`src/rtl/lzrw1_pkg.sv`:
```
// lzrw1_pkg: constants and sequencer state type shared by the LZRW1 compressor, decompressor and sequencer
package lzrw1_pkg;
  localparam int DEFAULT_STRINGSIZE = 4096;
  localparam logic ITEM_LITERAL = 1'b0;
  localparam logic ITEM_COPY = 1'b1;
  typedef enum logic [2:0] {
    S_IDLE, S_RD_CTRL, S_RD_B0, S_RD_B1, S_ISSUE, S_GAP, S_DRAIN
  } lzrw1_seq_state_t;
endpackage

```
`src/rtl/lzrw1_decomp_sequencer.sv`:
```
// lzrw1_decomp_sequencer: feeds compressor buffers item by item into the LZRW1 decompressor
// Optional LZRW1_SEQ_BOUNDS_CHECK_EN aborts a run whose next item would read past byte_count.
module lzrw1_decomp_sequencer
  import lzrw1_pkg::*;
#(
  parameter int STRINGSIZE = DEFAULT_STRINGSIZE,
  localparam int ADDR_W = $clog2(STRINGSIZE)
) (
  input  logic              clock,
  input  logic              reset,
  input  logic              start,
  input  logic [ADDR_W:0]   item_count,
  input  logic [ADDR_W:0]   byte_count,
  output logic              ctrl_rd,
  output logic [ADDR_W-1:0] ctrl_addr,
  input  logic              ctrl_bit,
  output logic              data_rd,
  output logic [ADDR_W-1:0] data_addr,
  input  logic [7:0]        data_byte,
  output logic [15:0]       d_data_in,
  output logic              d_control_word_in,
  output logic              d_data_in_valid,
  input  logic              decompressor_busy,
  output logic              busy,
  output logic              done,
  output logic              error
);
  lzrw1_seq_state_t r_state, w_next;
  logic [ADDR_W:0] r_item_idx, r_byte_ptr, w_size, w_ptr_p1;
  logic [7:0] r_b0, r_b1, w_cur;
  logic r_type, r_fresh, r_error, w_oob, w_issue;
  assign w_size = {{(ADDR_W-1){1'b0}}, ctrl_bit, ~ctrl_bit};
  assign w_ptr_p1 = r_byte_ptr + {{ADDR_W{1'b0}}, 1'b1};
`ifdef LZRW1_SEQ_BOUNDS_CHECK_EN
  assign w_oob = ({1'b0, r_byte_ptr} + {1'b0, w_size}) > {1'b0, byte_count};
`else
  logic w_unused_byte_count;
  assign w_unused_byte_count = ^byte_count;
  assign w_oob = 1'b0;
`endif
  // The last byte arrives on the read bus in the first ISSUE cycle; later cycles replay the captured copy
  assign w_cur = r_fresh ? data_byte : (r_type ? r_b1 : r_b0);
  assign w_issue = (r_state == S_ISSUE) && !decompressor_busy;
  assign busy = (r_state != S_IDLE);
  assign error = r_error;
  always_comb begin
    w_next = r_state;
    ctrl_rd = 1'b0;
    ctrl_addr = '0;
    data_rd = 1'b0;
    data_addr = '0;
    d_data_in = 16'h0000;
    d_control_word_in = 1'b0;
    d_data_in_valid = 1'b0;
    done = 1'b0;
    case (r_state)
      S_IDLE: w_next = !start ? S_IDLE : (item_count == '0 ? S_DRAIN : S_RD_CTRL);
      S_RD_CTRL: begin
        ctrl_rd = 1'b1;
        ctrl_addr = r_item_idx[ADDR_W-1:0];
        w_next = S_RD_B0;
      end
      S_RD_B0: begin
        data_rd = !w_oob;
        data_addr = w_oob ? '0 : r_byte_ptr[ADDR_W-1:0];
        done = w_oob;
        w_next = w_oob ? S_IDLE : (ctrl_bit ? S_RD_B1 : S_ISSUE);
      end
      S_RD_B1: begin
        data_rd = 1'b1;
        data_addr = w_ptr_p1[ADDR_W-1:0];
        w_next = S_ISSUE;
      end
      S_ISSUE: begin
        d_data_in = r_type ? {r_b0, w_cur} : {8'h00, w_cur};
        d_control_word_in = r_type;
        d_data_in_valid = !decompressor_busy;
        w_next = decompressor_busy ? S_ISSUE : S_GAP;
      end
      S_GAP: w_next = (r_item_idx < item_count) ? S_RD_CTRL : S_DRAIN;
      S_DRAIN: begin
        done = !decompressor_busy;
        w_next = decompressor_busy ? S_DRAIN : S_IDLE;
      end
      default: w_next = S_IDLE;
    endcase
  end
  always_ff @(posedge clock) begin
    if (reset) begin
      r_state <= S_IDLE;
      r_item_idx <= '0;
      r_byte_ptr <= '0;
      r_b0 <= 8'h00;
      r_b1 <= 8'h00;
      r_type <= ITEM_LITERAL;
      r_fresh <= 1'b0;
      r_error <= 1'b0;
    end else begin
      r_state <= w_next;
      r_fresh <= (w_next == S_ISSUE) && (r_state != S_ISSUE);
      if (r_state == S_IDLE && start) begin
        r_item_idx <= '0;
        r_byte_ptr <= '0;
        r_error <= 1'b0;
      end
      if (r_state == S_RD_B0) begin
        r_type <= ctrl_bit;
        if (w_oob) r_error <= 1'b1;
      end
      if (r_state == S_RD_B1) r_b0 <= data_byte;
      if (r_state == S_ISSUE && r_fresh) begin
        if (r_type == ITEM_COPY) r_b1 <= data_byte;
        else r_b0 <= data_byte;
      end
      if (w_issue) begin
        r_byte_ptr <= r_byte_ptr + (r_type ? {{(ADDR_W-1){1'b0}}, 2'd2} : {{ADDR_W{1'b0}}, 1'b1});
        r_item_idx <= r_item_idx + {{ADDR_W{1'b0}}, 1'b1};
      end
    end
  end
endmodule
```
`config.mk`:
```
export PLATFORM = sky130hd
export DESIGN_NAME = lzrw1_decomp_sequencer
export DESIGN_NICKNAME = d
export VERILOG_FILES = /design/src/rtl/lzrw1_pkg.sv /design/src/rtl/lzrw1_decomp_sequencer.sv
export SDC_FILE = /design/constraint.sdc
export NUM_CORES = 1
export LEC_CHECK = 0
export CAP_MARGIN = 20
export CELL_PAD_IN_SITES_DETAIL_PLACEMENT = 1
export CELL_PAD_IN_SITES_GLOBAL_PLACEMENT = 2
export CORE_UTILIZATION = 29
export CTS_BUF_LIST = sky130_fd_sc_hd__clkbuf_4 sky130_fd_sc_hd__clkbuf_8
export DETAILED_ROUTE_END_ITERATION = 10
export MAX_ROUTING_LAYER = met4
export PLACE_DENSITY = 0.87
export SYNTH_ARGS = -nofsm -noshare
export SYNTH_HDL_FRONTEND = slang
export SYNTH_SLANG_ARGS = --single-unit
```
`constraint.sdc`:
```
create_clock -name clock -period 4.93 [get_ports clock]
set_clock_uncertainty 0.2 [all_clocks]
set_input_delay 0.986 -clock clock [delete_from_list [all_inputs] [get_ports clock]]
set_output_delay 0.986 -clock clock [all_outputs]
set_load 0.1 [all_outputs]
```
== Yosys cells after proc, flatten, opt, wreduce, memory -nomap -nowiden ==
Index checks and enable logic that the tools add are counted.

* Add/sub/neg operators: 3
* Order comparisons: 1
* Eq/ne operators: 8
* Muxes and demuxes: 25
* Reduce and logical (&&, ||, !) cells: 11

{| class="wikitable"
|+ Operators with widths
! operator !! number
|-
| 8-bit 2-to-1 mux || 5
|-
| 13-bit 2-to-1 mux || 3
|-
| 16-bit 2-to-1 mux || 2
|-
| 12-bit case mux with 2 select lines || 1
|-
| 3-bit case mux with 7 select lines || 1
|-
| 3-bit 2-to-1 mux || 5
|-
| 13-bit by 1-bit adder with 13-bit output, second input constant || 1
|-
| 13-bit by 2-bit adder with 13-bit output || 1
|-
| 13-bit zero test || 1
|-
| 13-bit < comparator || 1
|-
| 12-bit by 1-bit adder with 12-bit output, second input constant || 1
|-
| 3-bit equality test, second input constant || 4
|-
| 12-bit 2-to-1 mux || 1
|-
| 3-bit by 2-bit equality test with 1-bit output, second input constant || 2
|-
| 1-bit 2-to-1 mux || 6
|-
| 1-bit logical AND || 4
|-
| 3-bit by 1-bit equality test with 1-bit output, second input constant || 1
|-
| 3-bit zero test || 1
|-
| 3-bit inequality test, second input constant || 1
|-
| 3-bit nonzero test || 1
|-
| 2-bit 2-to-1 mux || 1
|-
| 2-bit AND reduction || 1
|-
| 2-bit nonzero test || 1
|-
| 2-bit OR reduction || 1
|-
| 1-bit zero test || 1
|}

* Register bits after elaboration: 47
* Input port bits: 39
* Output and inout port bits: 47
* Word-level logic and storage cells: 55

== Depth between registers and ports, before layout ==
Gate-level depths: netlist (run 1).

* Word-level depth: 6
* Mapped depth: 8
* Depth with buffers taken out: 7

== Worst setup path after synthesis (run 1) ==
OpenSTA, ideal clock, no wires.

* Path kind: register to output
* From: reg r_state[0]
* To: out ctrl_addr[3]
* Arrival time: 2,726 ps
* Required time: 3,744 ps
* Setup slack: 1,018 ps
* Cell stages (with the launch flop): 4
* Buffers on the path: 1
* Path through: dfxtp_1 -> clkbuf_1 -> nand2b_1 -> nor3_1

* Longest elaborated chain between the ends: 2

{| class="wikitable"
|+ Ends and longest elaborated chain
! what !! line !! RTL
|-
| start, declared || lzrw1_decomp_sequencer.sv:28 || <nowiki>lzrw1_seq_state_t r_state, w_next;</nowiki>
|-
| start signal, assigned || lzrw1_decomp_sequencer.sv:99 || <nowiki>r_state <= w_next;</nowiki>
|-
| 3-bit by 1-bit equality test with 1-bit output || lzrw1_decomp_sequencer.sv:56 || <nowiki>case (r_state)</nowiki>
|-
| 12-bit 2-to-1 mux || lzrw1_decomp_sequencer.sv:56 ||
|-
| end, declared || lzrw1_decomp_sequencer.sv:15 || <nowiki>output logic [ADDR_W-1:0] ctrl_addr,</nowiki>
|}

No other way between the ends.

== Worst setup path in the final report (run 1) ==
* From: reg r_state[0]
* To: out data_addr[2]

* Longest elaborated chain between the ends: 2
* Elaborated cells on any way between the ends: 3
* Those cells by class: eq/ne (2); mux (1)

{| class="wikitable"
|+ Ends and longest elaborated chain
! what !! line !! RTL
|-
| 3-bit by 2-bit equality test with 1-bit output || lzrw1_decomp_sequencer.sv:56 ||
|-
| 12-bit case mux with 2 select lines * || lzrw1_decomp_sequencer.sv:56 ||
|-
| end, declared || lzrw1_decomp_sequencer.sv:18 || <nowiki>output logic [ADDR_W-1:0] data_addr,</nowiki>
|}

Every way passes the cells marked *; elsewhere a longest branch is shown, timed or not.

==> results of run 1 <==
-- report_power, final --
| part | internal, mW | switching [mW] |
|---|---|---|
| sequential | 0.376 | 0.0165 |
| clock | 0.157 | 0.134 |
| combinational | 0.0496 | 0.0975 |
-- sequential cells by signal, summed over array words and instances, names as in the netlist --
register    count
r_b0            8
r_fresh         1
r_b1            8
r_type          1
r_byte_ptr     12
r_item_idx     13
r_state         3
-- kinds of logic after synthesis --
logic type               Yosys count  synth area share
AO/OA/AOI/OAI                     76             0.153
XOR/XNOR                          10            0.0289
adder cells (fa/ha/maj)           17            0.0728
buffers and inverters             44            0.0579
flip-flops                        46             0.304
multiplexers                      30             0.101
other                              1           0.00124
AND/OR/NAND/NOR                  175             0.281
-- cells in the mapped netlist (2+ instances only) --
master,number
a21o_1,2
a21oi_1,35
a221oi_1,2
a311oi_1,4
a31oi_1,3
and2_1,13
and3_1,11
buf_1,2
buf_2,4
clkbuf_1,18
dfxtp_1,46
ha_1,16
inv_1,18
mux2_2,5
mux2i_1,25
nand2_1,25
nand2b_1,5
nand3_1,14
nand3b_1,3
nand4_1,11
nor2_1,69
nor2b_1,3
nor3_1,7
nor4_1,3
o211ai_1,5
o21a_1,2
o21ai_0,13
o22ai_1,2
or3_1,4
or4_1,2
xnor2_1,4
xor2_1,6
-- per-layer routing --
| layer | part of all wire | track usage |
|---|---|---|
| met5 | 0 | - |
| met4 | 0.0090 | 0.0337 |
| met2 | 0.47 | 0.290 |
| met3 | 0.019 | 0.0207 |
| met1 | 0.50 | 0.228 |
-- metrics by stage --
stage          area (sq um)  total power [mW]  instances
2_1_floorplan          3030             0.490        399
4_1_cts                3860             0.840        589
6_report               3860             0.830        589
5_1_grt                3860             0.866        589
3_5_place_dp           3740             0.547        581
3_3_place_gp           3740             0.545        581
-- worst paths after layout --
kind               endpoint  startpoint  slack [ps]  cells after the start
min                 r_b1[1]     r_b1[1]         310                      2
min reg2reg         r_b1[1]     r_b1[1]         310                      2
max            data_addr[2]  r_state[0]         930                      4
max reg2reg  r_byte_ptr[10]  r_state[0]        2010                      6
-- cell type report --
type | count | area [sq um] | area share
clock buffers | 6 | 76.3 | 0.0198
well taps | 133 | 166 | 0.0431
clock inverters | 2 | 37.5 | 0.00973
multi-input cells | 309 | 1930 | 0.500
flip-flops and latches | 46 | 921 | 0.239
repair buffers | 75 | 661 | 0.171
inverters | 18 | 67.6 | 0.0175
-- worst register-to-register path: cells and delay by family (launching register included) --
kind	cells	cell delay [ps]
flip-flops	1	560
AO/OA/AOI/OAI	1	140
buffers and inverters	2	470
AND/OR/NAND/NOR	3	1500
==> metrics, run 1 <==
outcome complete, no violations; layout cell share with drive strength beyond 1 0.118; Setup WS post-layout between 900 and 1000 ps; number of flops mapped to enable cells by yosys 0; HPWL after DPL 6.47 mm; TritonCTS Buffers 5; Hold Vio Cnt, Final 0; full die area 0.0108 sq mm; input/output buffers a little over 70; most frequent cells in the layout nor2_1, dfxtp_1, buf_4; CP Cell Sequence nand2_1 > xor2_1 > nor2_1 > clkdlybuf4s50_1; First DRT Iteration DRCs 107; VDD IR-drop max 0.000149 V; post-synthesis sequential area ratio 0.304; CP Capture Type output port; FP Rows 36; RSZ-0062 raised after global routing no; leakage between 1.5 and 2 nW; post-DR vias/cell between 5 and 6; Routed WL per cell 15.1 microns; hold_ws 307 ps; Top FF cell, synth dfxtp_1; GRT Total Usage 0.174; post-synth top area cell dfxtp_1; CTS tree built; Initial Util 0.304; final-report max-slew violation count 0; I/O pin count 86; CP max stage delay 1140 ps; Die Ht between 100 and 150 microns; DIE WIDTH between 100 and 150 microns; mean area per synthesized cell 7.58 sq um; critical path required time around 3700 ps; Yosys top cell area share 0.304; DRC viols 0; Final TNS setup 0 ps; Routed WL about 8.9 mm; clock tree buffer depth 2; Max Cap Viol 0; vias in the first global route 3082; Tcrit/Tclk final 0.812; Worst-path clk slew 90 ps; clk_lat worst skew roughly 300 ps; Placer Congestion 0.745; post-route ant nets 0; cells after synthesis 399; initial antenna violation count 0; Crit-path slowest cell clkdlybuf4s50_1; Clock Sinks 46; CTS Hold Bufs 0; delay-heaviest family, CP buffers and inverters; worst slack at placement 1030 ps; Rel. slew slack 0.331; Tmin final approximately 4000 ps; final core utilization 0.388; Final Setup Violations 0; fmax 250 MHz; synthesized flop and latch total 46; # diodes 0; Startpoint Class register; worst path arrival time 2820 ps; first-pass GRT wire length 15.2 mm; hold crit path type register to register; Fill cells 1218; Buf+Inv Stages, Crit Path 1; vias after detailed routing 3022; CTS resizes 0; Worst-Margin Slew between 1000 and 1500 ps; Synth cell types 49; htree depth 2; ranking of synthesized cells by area dfxtp_1, nor2_1, mux2i_1; Core Box Area ~0.01 sq mm; PwrDens ~220 mW/mm^2; syn nets 455; Area Growth Syn to Fin 27.5%; crit-path max FO 21; Syn Std Cell Area 0.00303 sq mm; commonest non-fill, non-tap cell in the layout nor2_1; Synth async-reset ratio 0; synth warn 0; Initial DRT Pass Iterations 4; Clock Tree Root clkbuf_8; postcts setup bufs 0; fin nets about 510; total gr overflow 0; largest net degree at the start of global routing 31; CP Class register to output port
(Power assumes the default switching activity.)
==> run 2: changes to the inputs <==
--- a/config.mk
+++ b/config.mk
@@ -8,11 +8,11 @@
 export CAP_MARGIN = 20
 export CELL_PAD_IN_SITES_DETAIL_PLACEMENT = 1
 export CELL_PAD_IN_SITES_GLOBAL_PLACEMENT = 2
-export CORE_UTILIZATION = 29
+export CORE_UTILIZATION = 27
 export CTS_BUF_LIST = sky130_fd_sc_hd__clkbuf_4 sky130_fd_sc_hd__clkbuf_8
 export DETAILED_ROUTE_END_ITERATION = 10
 export MAX_ROUTING_LAYER = met4
-export PLACE_DENSITY = 0.87
+export PLACE_DENSITY = 0.82
 export SYNTH_ARGS = -nofsm -noshare
 export SYNTH_HDL_FRONTEND = slang
 export SYNTH_SLANG_ARGS = --single-unit
==> constraint.sdc (replaced) <==
create_clock -name clock -period 4 [get_ports clock]
set_clock_uncertainty 0.2 [all_clocks]
set_input_delay 0.8 -clock clock [delete_from_list [all_inputs] [get_ports clock]]
set_output_delay 0.8 -clock clock [all_outputs]
set_load 0.1 [all_outputs]
==> run 2 against run 1 <==
Net effect: worst hold slack improved by 3.4 ps; non-clock buffer count did not move; sequential power increased by 23%; clock power down 3%; register-to-register slack worse by 660 ps; power grew 13%; design area fell by 1.3%; cell count up 1.0%; combinational power up 19%; core utilization is 3.8 points lower.
==> metrics, run 2 (synthesized netlist as in run 1, its figures left out) <==
CTS resizes 0 (unchanged); layout cell share with drive strength beyond 1 0.136 (+0.0178); Worst-Margin Slew 885 ps (-115 ps); post-route ant nets 0 (unchanged); Die Ht 108 microns (+3.6%); CP Class register to output port; Clock Sinks 46 (unchanged); commonest non-fill, non-tap cell in the layout nor2_1; Comb power frac 0.186 (+0.009); postcts setup bufs 0 (unchanged); clock tree buffer depth 2 (unchanged); CP Cell Sequence nand2b_1 > nor2_1 > and2_1 > buf_4; Routed WL 8.99 mm (+1.4%); RSZ-0062 raised after global routing no; leakage 1.56 nW (+0.40%); Placer Congestion 0.759 (+1.9%); post-DR vias/cell 5.00 (-2.5%); fmax 293 MHz; Routed WL per cell 15.1 microns (+0.33%); internal power 0.639 mW (+9.7%); largest net degree at the start of global routing 32 (+3.2%); Max Cap Viol 0 (unchanged); CTS tree built; HPWL after DPL 6.74 mm (+4.2%); fin nets 511 (unchanged); Buf+Inv Stages, Crit Path 1 (unchanged); FP Rows 38 (+5.6%); worst path arrival time 2420 ps (-400 ps); DRC viols 0 (unchanged); Final TNS setup 0 ps (unchanged); Tcrit/Tclk final 0.854; clock share of power 0.300 (-0.050); CP Capture Type output port; Setup WS post-layout 584 ps (-342 ps); initial antenna violation count 0 (unchanged); clk_lat worst skew 300 ps (about the same); switching power total 0.302 mW (+22%); CTS Hold Bufs 0 (unchanged); sw frac 0.321 (+0.0226); delay-heaviest family, CP simple AND/OR/NAND/NOR gates; Worst R2R Setup Slack 1350 ps (-660 ps); Initial Util 0.278 (-0.0261); hold_ws 311 ps (+3.40 ps); outcome complete, no violations; First DRT Iteration DRCs 81 (-24%); Rel. slew slack 0.409 (+0.0782); Hold Vio Cnt, Final 0 (unchanged); # diodes 0 (unchanged); Core Box Area 0.0109 sq mm (+9.4%); vias in the first global route 2895 (-6.1%); first-pass GRT wire length 14.7 mm (-3.1%); Seq pwr share 0.514 (+0.041); full die area 0.0116 sq mm (+7.3%); Crit-path slowest cell dfxtp_1; Tmin final 3420 ps; htree depth 2 (unchanged); DIE WIDTH 108 microns (+3.6%); VDD IR-drop max 0.000110 V (-26%); crit-path max FO 21 (unchanged); hold crit path type register to register; final-report max-slew violation count 0 (unchanged); most frequent cells in the layout nor2_1, buf_4, dfxtp_1; worst slack at placement 745 ps (-288 ps); Area Growth Syn to Fin 25.9%; TritonCTS Buffers 5 (unchanged); vias after detailed routing 2977 (-1.5%); total gr overflow 0 (unchanged); Clock Tree Root clkbuf_8; Startpoint Class register; Initial DRT Pass Iterations 4 (unchanged); max reg flops 13 (unchanged); Worst-path clk slew 90 ps (about the same); I/O pin count 86 (unchanged); input/output buffers 71 (unchanged); largest register by flop count r_item_idx; CP max stage delay 820 ps (-320 ps); critical path required time 3000 ps (-740 ps); PwrDens 247 mW/mm^2 (+15%); GRT Total Usage 0.164 (-0.0102); Final Setup Violations 0 (unchanged); Fill cells 1325 (+8.8%); Top Registers r_item_idx: 13 flops, r_byte_ptr: 12 flops
run 2: worst register-to-register path, cell delays in order, from the launching register on:
cell and delay (ps):
dfxtp_1 820, nor3_1 250, nand2_1 570, nor2_1 180
a311oi_1 350, o22ai_1 140
run 2: final timing paths:
path,startpoint,endpoint,cells after the start
hold / removal,r_b1[6],r_b1[6],2
hold reg to reg,r_b1[6],r_b1[6],2
setup / recovery,r_state[0],ctrl_addr[5],4
setup reg to reg,r_state[0],r_state[1],5
run 2: final cells by class:
cell class / count / area (sq um) / area share
multi-input cells: 309 / 1930 / 0.506
inverters: 18 / 67.6 / 0.0177
clock buffers: 5 / 68.8 / 0.0181
flip-flops and latches: 46 / 921 / 0.242
repair buffers: 75 / 638 / 0.167
well taps: 140 / 175 / 0.0460
clock inverters: 2 / 10.0 / 0.00263
run 2: routing by layer:
layer	track usage	vias up	wire, microns
li1	-	1507	-
met1	0.218	1428	4430
met2	0.265	36	4280
met3	0.0194	6	221
met4	0.0382	0	68
met5	-	-	0
run 2: power by group through the flow:
stage | registers, mW | clock network (mW) | logic [mW]
finish | 0.483 | 0.282 | 0.175
global route | 0.486 | 0.310 | 0.189
CTS | 0.483 | 0.296 | 0.178
detailed placement | 0.494 | 0 | 0.178
global placement | 0.493 | 0 | 0.174
floorplan | 0.477 | 0 | 0.127
run 2: metrics by stage:
| step | area [sq um] | instances | utilization | power [mW] |
|---|---|---|---|---|
| global route | 3810 | 595 | 0.350 | 0.986 |
| CTS | 3810 | 595 | 0.350 | 0.957 |
| floorplan | 3030 | 399 | - | 0.604 |
| global placement | 3730 | 588 | 0.343 | 0.668 |
| detailed placement | 3730 | 588 | 0.343 | 0.672 |
| finish | 3810 | 595 | 0.350 | 0.941 |
==> run 3: changes to the inputs <==
--- a/config.mk
+++ b/config.mk
@@ -5,14 +5,15 @@
 export SDC_FILE = /design/constraint.sdc
 export NUM_CORES = 1
 export LEC_CHECK = 0
+export ABC_AREA = 1
 export CAP_MARGIN = 20
 export CELL_PAD_IN_SITES_DETAIL_PLACEMENT = 1
 export CELL_PAD_IN_SITES_GLOBAL_PLACEMENT = 2
-export CORE_UTILIZATION = 27
+export CORE_UTILIZATION = 26
 export CTS_BUF_LIST = sky130_fd_sc_hd__clkbuf_4 sky130_fd_sc_hd__clkbuf_8
 export DETAILED_ROUTE_END_ITERATION = 10
 export MAX_ROUTING_LAYER = met4
-export PLACE_DENSITY = 0.82
+export PLACE_DENSITY = 0.84
 export SYNTH_ARGS = -nofsm -noshare
 export SYNTH_HDL_FRONTEND = slang
 export SYNTH_SLANG_ARGS = --single-unit
==> run 3 against run 2 <==
Net effect: sequential share of layout area down 1.7 points; flip-flop and latch count is the same; largest power group unchanged; setup slack better by 220 ps; largest cell class unchanged; highest routed layer unchanged; combinational power up 25%; wire length rose by 15%; die area grew 10%.
==> metrics, run 3 <==
Startpoint Class register; ranking of synthesized cells by area dfxtp_1, nand2_1, a21oi_1; Routed WL 10.4 mm (+15%); Worst-path clk slew 100 ps (about the same); post-synth top area cell dfxtp_1; Max Cap Viol 0 (unchanged); synth warn 0 (unchanged); vias after detailed routing 3496 (+17%); max reg flops 13 (unchanged); Area Growth Syn to Fin 27.3%; Fill cells 1585 (+20%); Die Ht 113 microns (+5.1%); most instantiated cells after synthesis nand2_1, inv_1, nor2_1, a21oi_1, o21ai_0; leakage 1.57 nW (+0.68%); GRT Total Usage 0.172 (+0.00773); Top FF cell, synth dfxtp_1; post-route ant nets 0 (unchanged); r2r startpoint r_type; RSZ-0062 raised after global routing no; CP Capture Type output port; Synth cell types 33 (-33%); DIE WIDTH 113 microns (+5.1%); switching power total 0.342 mW (+13%); first-pass GRT wire length 17.0 mm (+15%); Yosys top cell area share 0.286 (-0.0186); Worst-Margin Slew 611 ps (-274 ps); sw frac 0.341 (+0.0203); fmax 312 MHz (+6.7%); synthesized flop and latch total 46 (unchanged); post-synthesis mux area share 0 (-0.101); Rel. slew slack 0.592 (+0.183); DRC viols 0 (unchanged); worst slack at placement 1010 ps (+263 ps); fin nets 636 (+24%); largest register by flop count r_item_idx; Register-to-Register Path Depth 9 (+4); largest net degree at the start of global routing 24 (-25%); Routed WL per cell 13.8 microns (-8.4%); WHS Endpoint r_b1[1]; CTS tree built; number of flops mapped to enable cells by yosys 0 (unchanged); Initial DRT Pass Iterations 4 (unchanged); most frequent cells in the layout nand2_1, inv_1, a21oi_1; Seq pwr share 0.474 (-0.040); Synth Area in XOR/XNOR 0.00272 (-0.0262); Syn Std Cell Area 0.00322 sq mm (+6.5%); cells after synthesis 517 (+30%); Final Setup Violations 0 (unchanged); layout cell share with drive strength beyond 1 0.169 (+0.0324); Tcrit/Tclk final 0.800 (-0.0539); main combinational cell family by area after synthesis simple AND/OR/NAND/NOR gates; total gr overflow 0 (unchanged); final-report max-slew violation count 0 (unchanged); TritonCTS Buffers 5 (unchanged); Clock Sinks 46 (unchanged); clk_lat worst skew 320 ps (+20 ps); hold_sp r_b1[1]; I/O pin count 86 (unchanged); post-synthesis compound-gate area fraction 0.204 (+0.0517); clock tree buffer depth 2 (unchanged); outcome complete, no violations; CTS resizes 0 (unchanged); vias in the first global route 3466 (+20%); hold crit path type register to register; commonest non-fill, non-tap cell in the layout nand2_1; HPWL after DPL 8.11 mm (+20%); # diodes 0 (unchanged); Hold Vio Cnt, Final 0 (unchanged); critical path required time 3000 ps (about the same); internal power 0.660 mW (+3.3%); htree depth 2 (unchanged); crit-path max FO 6 (-71%); Comb power frac 0.218 (+0.032); Synth async-reset ratio 0 (unchanged); Clock Tree Root clkbuf_8; Tmin final 3200 ps (-216 ps); mean area per synthesized cell 6.23 sq um (-18%); initial antenna violation count 0 (unchanged); input/output buffers 71 (unchanged); Setup WS post-layout 799 ps (+216 ps); VDD IR-drop max 0.000105 V (-4.0%); Placer Congestion 0.838 (+10%); Initial Util 0.267 (-0.0108); FP Rows 40 (+5.3%); Post-Synth Simple-Gate Area 0.307 (+0.0264); Post-Synth Adder-Cell Area 0.0683 (-0.00444); post-synthesis sequential area ratio 0.286 (-0.0186); clock share of power 0.308 (+0.008); Top Registers r_item_idx: 13 flops, r_byte_ptr: 12 flops; post-DR vias/cell 4.67 (-6.7%); syn nets 573 (+26%); Worst R2R Setup Slack 1560 ps (+210 ps); postcts setup bufs 0 (unchanged); CP Class register to output port; r2r endpoint r_byte_ptr[6]; most common cell in the netlist nand2_1; full die area 0.0128 sq mm (+10%); Final TNS setup 0 ps (unchanged); worst path arrival time 2200 ps (-220 ps); First DRT Iteration DRCs 135 (+67%); hold path depth 2 (unchanged); PwrDens 244 mW/mm^2 (-1.1%); CTS Hold Bufs 0 (unchanged); Core Box Area 0.0121 sq mm (+11%)
## run 3: cell count changes in the layout (fill, tap and decap cells not counted), moves of 13 or more
cell     before  now
inv_1        18   71
nor2_2        0   15
o21ai_0      13   47
and2_1       13    0
nand2_1      25  110
a21oi_1      35   64
mux2i_1      25    0
nor2_1       69   55
## run 3: worst max path at each step
stage | endpoint | slack, ps | startpoint
floorplan | ctrl_addr[10] | -600 | r_state[0]
global placement | d_data_in_valid | 1030 | decompressor_busy
detailed placement | done | 1010 | decompressor_busy
CTS | data_addr[8] | 800 | r_state[1]
global route | data_addr[8] | 680 | r_state[1]
finish | data_addr[8] | 800 | r_state[1]
## run 3: per-layer routing
metal	wire, microns	vias up	track usage	share of wire
li1	-	1784	-	-
met5	0	-	-	0
met2	4940	56	0.285	0.48
met3	393	6	0.0236	0.038
met1	4920	1650	0.219	0.48
met4	108	0	0.0456	0.010
## run 3: through the flow
stage	util	area (sq um)	power [mW]	instances	hold slack, ps
6_report	0.340	4100	1.00	749	259
5_1_grt	0.340	4100	1.05	749	287
4_1_cts	0.340	4100	1.01	749	263
3_5_place_dp	0.333	4010	0.706	741	249
3_3_place_gp	0.333	4010	0.702	741	238
2_1_floorplan	-	3280	0.638	517	229
## run 3: final cells by class
class                           count  area, sq um  share of cell area
Clock inverter                      2         13.8             0.00335
Sequential cell                    46          921               0.224
Tap cell                          168          210              0.0512
Timing Repair Buffer               77          653               0.159
Inverter                           77          289              0.0704
Multi-Input combinational cell    373         1940               0.473
Clock buffer                        6         76.3              0.0186
## run 3: cells by family (layout without fill, tap and decap cells)
| kind of cell | after synthesis | in the layout |
|---|---|---|
| XOR/XNOR | 1 | 1 |
| AND/OR/NAND/NOR | 227 | 227 |
| adder cells (fa/ha/maj) | 17 | 17 |
| buffers and inverters | 98 | 162 |
| flip-flops | 46 | 46 |
| AO/OA/AOI/OAI | 127 | 127 |
| other | 1 | 1 |
## run 3: worst max-delay path: stages, from the launching register on
cell	delay, ps
dfxtp_1	480
inv_2	100
nor2_4	200
inv_2	140
nor2_4	170
inv_1	130
o31ai_2	320
buf_4	350
## run 3: power by group through the flow
| stage | Sequential, mW | Clock [mW] | Combinational, mW |
|---|---|---|---|
| final | 0.475 | 0.309 | 0.219 |
| after global routing | 0.477 | 0.339 | 0.237 |
| after CTS | 0.475 | 0.318 | 0.221 |
| after detailed placement | 0.486 | 0 | 0.220 |
| after global placement | 0.486 | 0 | 0.217 |
| after floorplan | 0.481 | 0 | 0.157 |
